<file path="src/rtl/wptr_full_ctrl.sv">
// Write-domain pointer/status controller for the async FIFO.
// Drives RAM address, Gray pointer to the synchronizer and full/level flags.
module wptr_full_ctrl #(
  parameter int ADDR_WIDTH = 6,
  parameter int AF_THRESH  = 60
) (
  input  logic                  clk,
  input  logic                  rst_n,
  input  logic                  winc,
  input  logic                  clr_ovf,
  input  logic [ADDR_WIDTH:0]   rptr_sync,
  output logic                  wen,
  output logic [ADDR_WIDTH-1:0] waddr,
  output logic [ADDR_WIDTH:0]   wptr,
  output logic                  wfull,
  output logic                  walmost_full,
  output logic [ADDR_WIDTH:0]   wlevel,
  output logic                  woverflow
);

  localparam int PW = ADDR_WIDTH + 1;
  localparam logic [PW-1:0] AF_T = PW'(AF_THRESH);

  logic [PW-1:0] wbin_q, wbin_d;
  logic [PW-1:0] wptr_q, wgray_d;
  logic [PW-1:0] lvl_q, lvl_d;
  logic [PW-1:0] rbin;
  logic [PW-1:0] full_cmp;
  logic          full_q, full_d;
  logic          af_q, af_d;
  logic          ovf_q, ovf_d;

  assign wen = winc & ~full_q;

  always_comb begin
    rbin = '0;
    rbin[PW-1] = rptr_sync[PW-1];
    for (int i = PW - 2; i >= 0; i--) begin
      rbin[i] = rbin[i+1] ^ rptr_sync[i];
    end
  end

  // Full when our next pointer sits exactly one lap ahead of the read pointer.
  assign full_cmp = {~rptr_sync[PW-1:PW-2], rptr_sync[PW-3:0]};

  always_comb begin
    wbin_d  = wbin_q + {{(PW-1){1'b0}}, wen};
    wgray_d = wbin_d ^ (wbin_d >> 1);
    lvl_d   = wbin_d - rbin;
    full_d  = (wgray_d == full_cmp);
    af_d    = (lvl_d >= AF_T);
    ovf_d   = (winc & full_q) | (ovf_q & ~clr_ovf);
  end

  always_ff @(posedge clk or negedge rst_n) begin
    if (!rst_n) begin
      wbin_q <= '0;
      wptr_q <= '0;
      lvl_q  <= '0;
      full_q <= 1'b0;
      af_q   <= 1'b0;
      ovf_q  <= 1'b0;
    end else begin
      wbin_q <= wbin_d;
      wptr_q <= wgray_d;
      lvl_q  <= lvl_d;
      full_q <= full_d;
      af_q   <= af_d;
      ovf_q  <= ovf_d;
    end
  end

  assign waddr        = wbin_q[ADDR_WIDTH-1:0];
  assign wptr         = wptr_q;
  assign wfull        = full_q;
  assign walmost_full = af_q;
  assign wlevel       = lvl_q;
  assign woverflow    = ovf_q;

endmodule

</file>
<file path="config.mk">
export PLATFORM = sky130hd
export DESIGN_NAME = wptr_full_ctrl
export DESIGN_NICKNAME = d
export VERILOG_FILES = /design/src/rtl/wptr_full_ctrl.sv
export SDC_FILE = /design/constraint.sdc
export NUM_CORES = 1
export LEC_CHECK = 0
export CAP_MARGIN = 30
export CORE_UTILIZATION = 35
export DETAILED_ROUTE_END_ITERATION = 16
export GPL_TIMING_DRIVEN = 0
export PLACE_DENSITY = 0.59
export REMOVE_ABC_BUFFERS = 1
export SYNTH_ARGS = -nofsm -noshare
export SYNTH_HDL_FRONTEND = slang
export SYNTH_SLANG_ARGS = --single-unit
</file>
<file path="constraint.sdc">
create_clock -name clk -period 6.4 [get_ports clk]
set_clock_uncertainty 0.05 [all_clocks]
set_input_delay 0.64 -clock clk [delete_from_list [all_inputs] [get_ports clk]]
set_output_delay 0.64 -clock clk [all_outputs]
set_load 0.005 [all_outputs]
</file>
* Yosys cells after proc, flatten, opt, wreduce, memory -nomap -nowiden
Index checks and enable logic that the tools add are counted.
** Storage, ports and cells
- Flip-flop bits (word level) :: 24
- Input port bits :: 11
- Word-level logic and storage cells :: 24
** Cells by class
- Add/subtract/negate cells :: 2
- $lt $le $gt $ge :: 1
- Eq/ne operators :: 1
- Bitwise gates (word level) :: 14
** Operators by type and width (count)
- 7-bit by 1-bit adder with 7-bit output :: 1
- 7-bit == test :: 1
- 7-bit by 6-bit greater-or-equal comparator with 1-bit output (second input constant) :: 1
- 7-bit subtractor :: 1
- 7-bit by 6-bit XOR with 7-bit output :: 1
- 1-bit XOR :: 6
- 1-bit AND :: 3
- 1-bit NOT :: 2
- 2-bit NOT :: 1
- 1-bit OR :: 1

* Logic depth before layout (Yosys ltp)
- Word-level depth :: 8
- Gate-level depth with buffers :: 13
- Depth with buffers taken out :: 13

* Least setup slack after synthesis
No wires, ideal clock.
- Path kind :: input port to flip-flop
- Start point :: input rptr_sync[6]
- End point :: register af_q (netlist: walmost_full)
- Library setup time :: 0.121 ns
- Data arrival time :: 3.305 ns
- Setup slack :: 2.924 ns
- Cell stages on the path :: 13
- Buffers on the path :: 0
- Cells stage by stage :: xnor3_2 -> xor2_2 -> xor2_2 -> xor2_2 -> xnor2_1 -> ha_1 -> inv_1 -> fa_1 -> a21o_1 -> a21oi_1 -> o21ai_0 -> xor2_1 -> a41o_1
** Between the ends
- Longest elaborated chain between the ends :: 8
** Ends and longest elaborated chain
- start, declared :: line 11 : input logic [ADDR_WIDTH:0] rptr_sync,
- 1-bit XOR (6 in series) :: line 39 : rbin[i] = rbin[i+1] ^ rptr_sync[i];
- 7-bit subtractor * :: line 49 : lvl_d = wbin_d - rbin;
- named net lvl_d[6] :: line 26 : logic [PW-1:0] lvl_q, lvl_d;
- 7-bit by 6-bit greater-or-equal comparator with 1-bit output * :: line 51 : af_d = (lvl_d >= AF_T);
- named net af_d :: line 30 : logic af_q, af_d;
- end signal, assigned :: line 61 : af_q <= 1'b0;
- end signal, assigned :: line 68 : af_q <= af_d;
- end, declared :: line 30
Mark *: on every way through the listed nets, which the timed path passes. The rest lies on a longest branch.

* Final worst setup path
Ends and elaborated chain as after synthesis.

==> flow_summary_export.csv <==
group,metric,value,unit
outcome,status,"completed",
floorplanning,initial_core_util,37.1,%
place,gp_congestion,0.807,
timing,slew_headroom,64.6,%
finish,fillers,335,
pwr,p_per_area,521,mW/mm^2
logic_synthesis,syn_avg_cell_area,11.7,sq um
timing,setup_viol,0,
clock_tree,clkSinkCount,23,
logic_synthesis,seq_area_frac_synth,41.7,%
logic_synthesis,synth_enable_flop_cells,0,
floorplanning,die_w,64.8,microns
timing,post-route-period-util,62.9,%
clock_tree,cts-buffers-inserted,3,
logic_synthesis,netlist_top_cells_count,"dfrtp_1 (23), ha_1 (10), xor2_1 (10)",
floorplanning,io_pins,35,
worst_setup_path,path_cells,"clkdlybuf4s50_1 > xnor3_2 > xor2_2 > xor2_2 > xor2_2 > xnor2_1 > ha_1 > inv_1 > fa_1 > a21o_1 > a21oi_1 > o21ai_0 > xor2_1 > a41o_1",
routing,dr.pass1.iters,4,
pwr,max-vdd-ir-drop,210,uV
worst_setup_path,arrival,4140,ps
routing,ant_nets,0,
worst_setup_path,crit_family,"XOR/XNOR gates",
min_path,hp-start,"wfull",
logic_synthesis,synth_area_leaders,"dfrtp_1 (42%), ha_1 (9.1%), xor2_1 (6.3%)",
global_route,grt_usage,13.8,%
routing,wl_met2,1280,microns
finish,syn_to_final_growth,32.3,%
routing,via_count,969,
worst_setup_path,critPathRequiredTime,6510,ps
finish,diodes,0,
timing,final_max_slew_viol_count,0,
clock_tree,clkTransAtPathRegs,90,ps
clock_tree,cts_hold_buf,0,
logic_synthesis,syn-cell-area,0.00138,sq mm
pwr,leakagePower,0.000801,uW
clock_tree,ctsResizeCount,0,
worst_setup_path,r2r_end,"walmost_full",
pwr,power.switching,367,uW
pwr,finalPower,950,uW
worst_setup_path,regToRegStartpoint,"wfull",
floorplanning,dieArea,0.00420,sq mm
logic_synthesis,synthFlopType,"dfrtp_1",
logic_synthesis,yosysTopAreaCellShare,41.7,%
routing,top_layer_used,"met4",
worst_setup_path,critPathMaxStageDelay,520,ps
global_route,grt_max_degree,15,
floorplanning,die_h,64.8,microns
place,hpwl,2120,microns
worst_setup_path,rrSetupSlack,3390,ps
clock_tree,cts_tree,"done",
clock_tree,cts_setup_buffers,0,
min_path,hold_path_end,"woverflow",
global_route,grt_pass1_wl,4340,microns
timing,tns,0,ps
logic_synthesis,synth.most_common_cell,"dfrtp_1",
flow_run,drv_cap,0,
pwr,internal_power,583,uW
routing,via_per_inst,4.82,
min_path,min_path_cells,2,
worst_setup_path,path_common_cell,"xor2_2",
logic_synthesis,syn_inst,118,
global_route,overflow,0,
min_path,hp-class,"flip-flop to flip-flop",
pwr,power_frac_clock,9.6,%
worst_setup_path,crit_type,"input port to flip-flop",
logic_synthesis,postSynth.asyncResetShare,100,%
routing,drc,0,
timing,finalCriticalPeriod,4030,ps
timing,max_freq,248,MHz
timing,rsz0062_at_grt,"no",
logic_synthesis,synth_cell_types,38,
routing,drtIter0Drc,11,
global_route,antenna_found_initial,0,
finish,drive_gt1_share,7.19,%
timing,tightest_slew,530,ps
floorplanning,core,0.00372,sq mm
pwr,switching_share,38.6,%
clock_tree,clk_latency,260,ps
routing,drt-total-wl,2550,microns
routing,avgRoutedWirePerCell,12.7,microns
worst_setup_path,rr_worst_depth,9,
clock_tree,clock-root-buffer,"clkbuf_8",
logic_synthesis,ys_warn_count,0,
timing,hold_viol,0,
pwr,pwr-share-seq,28.8,%
clock_tree,htree_levels,1,
worst_setup_path,crit_path_end_kind,"flip-flop",
logic_synthesis,ys_ff_latch,23,
worst_setup_path,crit_slowest_cell,"clkdlybuf4s50_1",
global_route,grt_pass1_vias,944,
worst_setup_path,startpoint_type,"input port",
worst_setup_path,cp_max_fo,3,
pwr,combinationalPowerShare,61.6,%
routing,wl_met1,1180,microns
clock_tree,cts_buffer_depth,2,
finish,nets,176,
worst_setup_path,cp-startpoint,"rptr_sync[6]",
place,place.port_buffers,34,
logic_synthesis,yosysTopAreaCell,"dfrtp_1",
routing,wl_met3,63,microns
floorplanning,row_count,22,
worst_setup_path,worst-path-buf-inv,2,
-- power by group through the flow --
stage | logic (uW) | clock network (uW) | registers, uW
after floorplan | 362 | 0 | 279
after global placement | 577 | 0 | 275
after detailed placement | 590 | 0 | 278
after CTS | 591 | 93.4 | 274
after global routing | 656 | 104 | 282
final | 585 | 91.4 | 273
-- worst register-to-register path: cells and delay by family (launching register included) --
kind / cells / cell delay (ps)
adders and majority gates: 3 / 910
DFF: 1 / 390
and+or+nand+nor: 1 / 220
xor gates and xnor gates: 1 / 320
AOI/OAI and AO/OA: 4 / 1060
-- area by class of cell --
class | count | area, sq um | share of cell area (%)
clock buffers | 3 | 41.3 | 2.26
clock inverters | 1 | 7.51 | 0.411
inverters | 6 | 22.5 | 1.23
multi-input cells | 85 | 763 | 41.8
flip-flops and latches | 23 | 576 | 31.5
well taps | 48 | 60.1 | 3.29
repair buffers | 35 | 355 | 19.5
-- stage by stage --
stage / utilization [%] / area [sq um] / hold WS (ps) / setup WS [ps] / instances
after global routing: 49.1 / 1830 / 519 / 2180 / 201
after CTS: 49.1 / 1830 / 480 / 2360 / 201
after detailed placement: 47.8 / 1780 / 461 / 2080 / 197
final: 49.1 / 1830 / 472 / 2370 / 201
after global placement: 47.4 / 1760 / 449 / 2150 / 196
after floorplan: - / 1360 / 294 / 2920 / 114
-- per-layer routing --
layer	track usage [%]	vias up
met5	0	-
met1	17.4	473
met2	23.3	18
met3	1.58	2
met4	6.39	0
li1	-	476
-- registers in the layout (all words and copies together), names as in the netlist --
signal	count
wptr	6
wbin_q	7
wfull	1
woverflow	1
walmost_full	1
wlevel	7
-- logic make-up (layout without fill, tap and decap cells) --
family | after synthesis | count (layout) | share of synthesized area [%]
multiplexers | 1 | 1 | 0.725
AND/OR/NAND/NOR | 24 | 24 | 8.98
XOR/XNOR | 27 | 27 | 23.7
flip-flops | 23 | 23 | 41.7
AO/OA/AOI/OAI | 22 | 22 | 11.4
adder cells (fa/ha/maj) | 11 | 11 | 10.5
buffers and inverters | 10 | 45 | 2.99
-- layout by cell type (no fill, tap or decap), types with 2 or more instances in the layout --
cell type	instances
nor2b_1	3
nand2_1	6
nor2_1	3
nand3_1	4
inv_1	6
o21a_1	3
or3_1	2
clkdlybuf4s50_1	34
xnor3_1	2
ha_1	10
nor3_1	2
o21ai_0	3
a21oi_1	4
xor2_1	10
xor2_2	4
clkbuf_8	3
dfrtp_1	23
xnor2_1	9
-- worst max-delay path by stage --
stage / cells past startpoint / end / slack, ps
6_report: 14 / walmost_full / 2370
5_1_grt: 14 / walmost_full / 2180
4_1_cts: 14 / walmost_full / 2360
3_5_place_dp: 14 / walmost_full / 2080
3_3_place_gp: 14 / walmost_full / 2150
2_1_floorplan: 13 / walmost_full / 2920
(Power assumes the default switching activity.)
